$ cat config.mk
export PLATFORM = sky130hd
export DESIGN_NAME = dot_product_acc
export DESIGN_NICKNAME = d
export VERILOG_FILES = /design/src/rtl/dot_pkg.sv /design/src/rtl/multiplier_4x4.sv /design/src/rtl/dot_product_acc.sv
export SDC_FILE = /design/constraint.sdc
export NUM_CORES = 1
export LEC_CHECK = 0
export CORE_ASPECT_RATIO = 1.1
export CORE_MARGIN = 1
export CORE_UTILIZATION = 30
export DETAILED_ROUTE_END_ITERATION = 8
export PLACE_DENSITY = 0.54
export SLEW_MARGIN = 5
export SYNTH_ARGS = -nofsm -noshare
export SYNTH_HDL_FRONTEND = slang
export SYNTH_HIERARCHICAL = 1
export SYNTH_SLANG_ARGS = --single-unit
export TNS_END_PERCENT = 1
$ cat constraint.sdc
create_clock -name clk -period 2.45 [get_ports clk]
set_input_delay 0.735 -clock clk [delete_from_list [all_inputs] [get_ports clk]]
set_output_delay 0.735 -clock clk [all_outputs]
set_load 0.1 [all_outputs]
$ cat src/rtl/dot_pkg.sv
// Shared definitions for the dot-product accumulator: controller states,
// default geometry and the fixed 4x4 product width.
package dot_pkg;

  localparam int DEF_LEN   = 4;
  localparam int DEF_ACC_W = 12;
  localparam int PROD_W    = 8;

  typedef enum logic [0:0] {
    ACCUM = 1'b0,
    HOLD  = 1'b1
  } state_t;

endpackage

$ cat src/rtl/multiplier_4x4.sv
// Combinational unsigned 4x4 multiplier producing a full 8-bit product.
module multiplier_4x4 (
  input  logic [3:0] A,
  input  logic [3:0] B,
  output logic [7:0] P
);

  assign P = {4'b0000, A} * {4'b0000, B};

endmodule

$ cat src/rtl/dot_product_acc.sv
// Accumulates LEN unsigned 4x4 products into a saturating ACC_W-bit result
// and holds each result until the consumer handshakes it away.
module dot_product_acc
  import dot_pkg::*;
#(
  parameter int LEN   = DEF_LEN,
  parameter int ACC_W = DEF_ACC_W
) (
  input  logic             clk,
  input  logic             rst,
  input  logic             in_valid,
  output logic             in_ready,
  input  logic [3:0]       a,
  input  logic [3:0]       b,
  output logic             out_valid,
  input  logic             out_ready,
  output logic [ACC_W-1:0] out_sum,
  output logic             out_ovf
);

  localparam int CNT_W = $clog2(LEN + 1);
  localparam int SUM_W = ACC_W + 2;
  localparam logic [CNT_W-1:0] LAST_BEAT = CNT_W'(LEN - 1);

  state_t           state_q, state_d;
  logic [ACC_W:0]   acc_q, acc_d;
  logic [CNT_W-1:0] cnt_q, cnt_d;
  logic [ACC_W-1:0] out_sum_q, out_sum_d;
  logic             out_ovf_q, out_ovf_d;

  logic [PROD_W-1:0] prod;
  logic [SUM_W-1:0]  sum_raw;
  logic [ACC_W:0]    sum_sat;
  logic              accept;
  logic              last_beat;
  logic              take;

  multiplier_4x4 u_mul (
    .A (a),
    .B (b),
    .P (prod)
  );

  assign in_ready  = (state_q == ACCUM);
  assign out_valid = (state_q == HOLD);
  assign out_sum   = out_sum_q;
  assign out_ovf   = out_ovf_q;

  assign accept    = in_valid & in_ready;
  assign last_beat = accept & (cnt_q == LAST_BEAT);
  assign take      = out_valid & out_ready;

  // Bit ACC_W of the accumulator acts as a sticky overflow flag; clamping it at
  // 2^ACC_W keeps long, large sums from wrapping back into the legal range.
  always_comb begin
    sum_raw = SUM_W'(acc_q) + SUM_W'(prod);
    if (sum_raw[SUM_W-1:ACC_W] != '0) begin
      sum_sat = {1'b1, {ACC_W{1'b0}}};
    end else begin
      sum_sat = sum_raw[ACC_W:0];
    end
  end

  always_comb begin
    state_d   = state_q;
    acc_d     = acc_q;
    cnt_d     = cnt_q;
    out_sum_d = out_sum_q;
    out_ovf_d = out_ovf_q;
    case (state_q)
      ACCUM: begin
        if (last_beat) begin
          acc_d     = '0;
          cnt_d     = '0;
          out_ovf_d = sum_sat[ACC_W];
          out_sum_d = sum_sat[ACC_W] ? {ACC_W{1'b1}} : sum_sat[ACC_W-1:0];
          state_d   = HOLD;
        end else if (accept) begin
          acc_d = sum_sat;
          cnt_d = cnt_q + CNT_W'(1);
        end
      end
      HOLD: begin
        if (take) begin
          state_d = ACCUM;
        end
      end
      default: state_d = ACCUM;
    endcase
  end

  always_ff @(posedge clk or posedge rst) begin
    if (rst) begin
      state_q   <= ACCUM;
      acc_q     <= '0;
      cnt_q     <= '0;
      out_sum_q <= '0;
      out_ovf_q <= 1'b0;
    end else begin
      state_q   <= state_d;
      acc_q     <= acc_d;
      cnt_q     <= cnt_d;
      out_sum_q <= out_sum_d;
      out_ovf_q <= out_ovf_d;
    end
  end

endmodule
== After elaboration in Yosys (flattened, before gate mapping) ==
Cells that the tools add are included.

* Bits in writable memories: 0
* Register bits: 30
* Logic and storage cells: 26
* Input bits: 12
* Output and inout bits: 15
* Memory bits (read-only): 0
* Latch bits: 0
* Memories: 0

* Divide/modulo/power cells: 0
* Add/sub/neg operators: 2
* Mux-type cells: 9
* Equality and inequality tests: 1
* $mul: 1
* Bitwise logic cells: 4
* Magnitude comparators: 0
* Shifts and indexed selects: 0
* Reductions and logical operators: 4

{| class="wikitable"
|+ Operators with widths
! operator !! number
|-
| $mux 13 || 3
|-
| $add 13x8->14 || 1
|-
| $mux 12 || 1
|-
| $mul 4x4->8 || 1
|-
| $mux 3 || 2
|-
| $reduce_and 2->1 || 2
|-
| $reduce_bool 2->1 || 2
|-
| $add 3x1->3 const B || 1
|-
| $and 1x1->1 || 3
|-
| $eq 3x2->1 const B || 1
|-
| $mux 1 || 2
|-
| $pmux 1 s2 || 1
|-
| $not 1->1 || 1
|}

== Logic depth before layout (Yosys ltp) ==
* Depth after elaboration: 6
* Mapped depth: 15

== Modules after synthesis ==
The synthesis kept the hierarchy.

{| class="wikitable"
|+ Modules (own cells, without submodules)
! module !! cells an instance !! sequential area each (um^2) !! area each (um^2) !! times used
|-
| dot_product_acc || 179 || 750.7 || 1766.7 || 1
|-
| multiplier_4x4 || 51 || 0.0 || 447.9 || 1
|}

== Worst setup path after synthesis ==
OpenSTA, ideal clock, no wires.

* Path kind: input-to-reg
* Start point: input port a[0]
* End point: register out_sum_q[10] (netlist: out_sum[10])
* Data required time: 2.309 ns
* Cell stages on the path: 15
* Buffers on the path: 1
* Arrival: 4.351 ns
* Setup slack: -2.042 ns
* Cell sequence: nand2_1 > fa_1 > inv_1 > fa_1 > ha_1 > a211oi_1 > or4b_1 > o2111ai_1 > ha_1 > a21oi_1 > nand2_1 > o211ai_4 > mux2i_4 > buf_2 > a31oi_1

* Longest elaborated chain between the ends: 5

{| class="wikitable"
|+ Ends and longest elaborated chain
! element !! line !! text
|-
| from (decl) || dot_product_acc.sv:13 || <nowiki>input logic [3:0] a,</nowiki>
|-
| $mul 4x4->8 (*) || multiplier_4x4.sv:8 || <nowiki>assign P = {4'b0000, A} * {4'b0000, B};</nowiki>
|-
| net prod[7] || dot_product_acc.sv:31 || <nowiki>logic [PROD_W-1:0] prod;</nowiki>
|-
| $add 13x8->14 (*) || dot_product_acc.sv:56 || <nowiki>sum_raw = SUM_W'(acc_q) + SUM_W'(prod);</nowiki>
|-
| $reduce_bool 2->1 || dot_product_acc.sv:57 || <nowiki>if (sum_raw[SUM_W-1:ACC_W] != '0) begin</nowiki>
|-
| $mux 13 (*) || dot_product_acc.sv:57 ||
|-
| $mux 12 (*) || dot_product_acc.sv:76 || <nowiki>out_sum_d = sum_sat[ACC_W] ? {ACC_W{1'b1}} : sum_sat[ACC_W-1:0];</nowiki>
|-
| to (signal assigned) || dot_product_acc.sv:103 || <nowiki>out_sum_q <= out_sum_d;</nowiki>
|-
| to (decl) || dot_product_acc.sv:28 || <nowiki>logic [ACC_W-1:0] out_sum_q, out_sum_d;</nowiki>
|}

Mark *: on every way through the listed nets, which the timed path passes. The rest lies on a longest branch.
A chain may end at the register's enable or synchronous reset.

== Worst setup path after layout ==
* Start point: input port b[1]
* End point: register acc_q[4]

* Longest elaborated chain between the ends: 6

{| class="wikitable"
|+ Ends and longest elaborated chain
! element !! line !! text
|-
| from (decl) || dot_product_acc.sv:14 || <nowiki>input logic [3:0] b,</nowiki>
|-
| $mul 4x4->8 || multiplier_4x4.sv:8 ||
|-
| net prod[7] || dot_product_acc.sv:31 ||
|-
| $add 13x8->14 || dot_product_acc.sv:56 ||
|-
| $reduce_bool 2->1 || dot_product_acc.sv:57 ||
|-
| $mux 13 || dot_product_acc.sv:57 ||
|-
| $mux 13 || dot_product_acc.sv:78 || <nowiki>end else if (accept) begin</nowiki>
|-
| $mux 13 || dot_product_acc.sv:72 || <nowiki>if (last_beat) begin</nowiki>
|-
| to (signal assigned) || dot_product_acc.sv:95 || <nowiki>acc_q <= '0;</nowiki>
|-
| to (signal assigned) || dot_product_acc.sv:101 || <nowiki>acc_q <= acc_d;</nowiki>
|-
| to (decl) || dot_product_acc.sv:26 || <nowiki>logic [ACC_W:0] acc_q, acc_d;</nowiki>
|}

The timed path passes the listed nets, and every way through them passes these cells. The select of a mux whose other input is x is not followed.

==> flow_summary.json <==
{
  "outcome": "complete, but fails checks",
  "violations": "design-rule violations, negative setup slack",
  "synth_ff_type": "dfrtp_1",
  "startpoint_type": "input pin",
  "max_freq_mhz": 240,
  "drc": 3,
  "antenna_found_initial": 0,
  "syn-num-nets": 269,
  "syn_area_per_cell_um2": 9.63,
  "min_from": "cnt_q[1]$_DFFE_PP0P_",
  "final_util_pct": 44.3,
  "drtIter0Drc": 79,
  "r2r-start": "acc_q[0]$_DFFE_PP0P_",
  "synth_edf_count": 0,
  "irDropWorstVdd_v": 0.00114,
  "grt_pass1_wl_um": 9340,
  "worst_pin_slew_ps": 388,
  "rrSetupSlack_ps": 130,
  "area_growth_pct": 41.7,
  "drt-pass1-iter-count": 6,
  "yosysTopAreaCellShare_pct": 33.9,
  "core_mm2": 0.00709,
  "rows": 32,
  "drv_slew": 0,
  "setup_tns_ps": -42690,
  "cts_buffers": 5,
  "place_congestion": 0.763,
  "yosys.area.top_type": "dfrtp_1",
  "netlist_top_cells_area": "dfrtp_1 34%, ha_1 12%, fa_1 4.5%",
  "relSlewSlack_pct": 74.2,
  "synth_warnings": 6,
  "synth-seq-cells": 30,
  "period_share_pct": 170,
  "crit_type": "in -> reg",
  "hp-class": "reg -> reg",
  "reg2reg_depth": 9,
  "ys_types": 48,
  "fillers": 681,
  "routed_wl_um": 5400,
  "start_util_pct": 31.2,
  "diodes": 0,
  "p_per_area_mw_per_mm2": 1250,
  "cp-end-kind": "flip-flop",
  "dr_total_vias": 1939,
  "final.min_clock_period_ps": 4170,
  "dp_hpwl_um": 4240,
  "clkTransAtPathRegs_ps": 60,
  "antenna_left": 0,
  "numClockSinks": 30,
  "numPortBuffers": 26,
  "routed_via_density": 4.96,
  "post_drt_wl_per_cell_um": 13.8,
  "mappedNetlistArea_mm2": 0.00221,
  "min_path_cells": 2,
  "hold_viol_final": 0,
  "cts_root_buf": "clkbuf_8",
  "first_global_vias": 2017,
  "die_width_um": 83.9,
  "layout-drive-gt1-share_pct": 36.9,
  "async_reset_ff_share_pct": 100,
  "seq_area_frac_synth_pct": 33.9,
  "worstSkewPairLatency_ps": 280,
  "p_leak_nw": 1.46,
  "io_pins": 27,
  "holdWs_ps": 490,
  "synthCells": 230,
  "critPathArrivalTime_ps": 4360,
  "grt_overflow": 0,
  "grt_usage_pct": 15.1,
  "h-tree-depth": 2,
  "layout.nets": 344,
  "power.total_mw": 3.94,
  "die_area_mm2": 0.00773,
  "crit_path_start": "b[1]",
  "rsz0062_at_grt": "true",
  "cts_buffer_depth": 2,
  "fp.dieH_um": 92.1,
  "worst_slack_ps": -1720,
  "tritoncts": "built",
  "worstPathRequired_ps": 2640,
  "crit_fanout": 7,
  "grt_start_max_net_pins": 31,
  "finClkSkew_ps": 3.30,
  "min_to": "cnt_q[1]$_DFFE_PP0P_",
  "drv_cap": 0,
  "final-setup-viol-count": 26,
  "r2r_end": "acc_q[0]$_DFFE_PP0P_"
}
## flip-flops by register name, indices dropped and copies added, names as in the netlist
signal     flops
out_valid      1
cnt_q          3
acc_q         13
out_sum       12
out_ovf        1
## worst max-delay path, cell delays in order
cell and delay, ps:
buf_8 90, nand2_8 40, fa_1 530, inv_1 50, fa_2 460, ha_4 290, a211oi_2 60, or4b_4 520
o2111ai_2 110, ha_4 240, and3_4 180, a221oi_4 330, nand3_4 140, mux2_4 350, o31ai_2 220
## cell type report
cell class                      count  area, µm²  share of cell area [%]
Timing Repair Buffer               75        608                    19.4
Tap cell                           85        106                    3.39
Inverter                           13       48.8                    1.56
Clock buffer                        7       86.3                    2.75
Clock inverter                      1       5.00                   0.159
Multi-Input combinational cell    180       1530                    48.8
Sequential cell                    30        751                    23.9
## per-layer routing
metal  vias to the layer above  wire (µm)  track usage (%)
met3                         8        145             1.53
met2                        40       2760             27.7
li1                        985          -                -
met1                       906       2400             18.4
met5                         -          0                0
met4                         0         96             5.46
## report_power, final
part           total, mW  internal [mW]  switching (mW)
clock network      0.407          0.226           0.180
logic               2.68          0.981            1.70
registers          0.851          0.710           0.140
## synth_stat cells, types with 4 or more instances
cell / number
a21o_1: 4
a21oi_1: 15
a31oi_1: 10
a32o_1: 4
and2_1: 15
clkbuf_1: 4
dfrtp_1: 30
fa_1: 5
ha_1: 22
inv_1: 13
nand2_1: 19
nor2_1: 22
o21ai_0: 6
xnor2_1: 8
xor2_1: 4
## per-stage QoR
| step | std cells | setup slack (ps) | instance area (µm²) |
|---|---|---|---|
| 2_1_floorplan | 230 | -1950 | 2250 |
| 3_5_place_dp | 380 | -2650 | 2900 |
| 6_report | 391 | -1720 | 3140 |
| 3_3_place_gp | 380 | -2600 | 2900 |
| 5_1_grt | 391 | -1860 | 3140 |
| 4_1_cts | 390 | -1720 | 3090 |
## what timing repair did
| action | 4_1_cts | 5_1_grt |
|---|---|---|
| gates resized for setup | 49 | 9 |
| setup buffers | 2 | 1 |
| pin swaps | 26 | 9 |
| hold buffers | 0 | 0 |
| setup endpoints to repair | 26 | 26 |
## how the worst max path moves through the flow
stage | to | slack [ps] | cells after the start
global route | acc_q[7]$_DFFE_PP0P_ | -1860 | 15
finish | acc_q[4]$_DFFE_PP0P_ | -1720 | 15
floorplan | acc_q[1]$_DFFE_PP0P_ | -1950 | 14
global placement | acc_q[1]$_DFFE_PP0P_ | -2600 | 15
CTS | acc_q[7]$_DFFE_PP0P_ | -1720 | 15
detailed placement | acc_q[1]$_DFFE_PP0P_ | -2650 | 15
## kinds of logic (layout without fill, tap and decap cells)
family	count (synthesis)	after routing	synth area share, %
flops	30	30	33.9
buf+inv	20	96	3.56
simple gates	77	77	17.8
compound gates	62	62	21.4
fa+ha+maj	27	27	16.9
xor+xnor	12	12	4.75
mux	2	2	1.69
## cell usage in the layout, fill, tap and decap left out, drive strengths merged, types with 3 or more instances in the layout
cell type,n
nor2,22
a32o,4
o21ai,8
a21oi,16
inv,13
xor2,4
ha,22
o31ai,4
nand2,19
clkbuf,7
nand3,4
and2,15
dfrtp,30
clkdlybuf4s50,3
a31oi,10
buf,70
nand2b,3
a21o,5
xnor2,8
fa,5
Power figures use the tool's default switching activity.
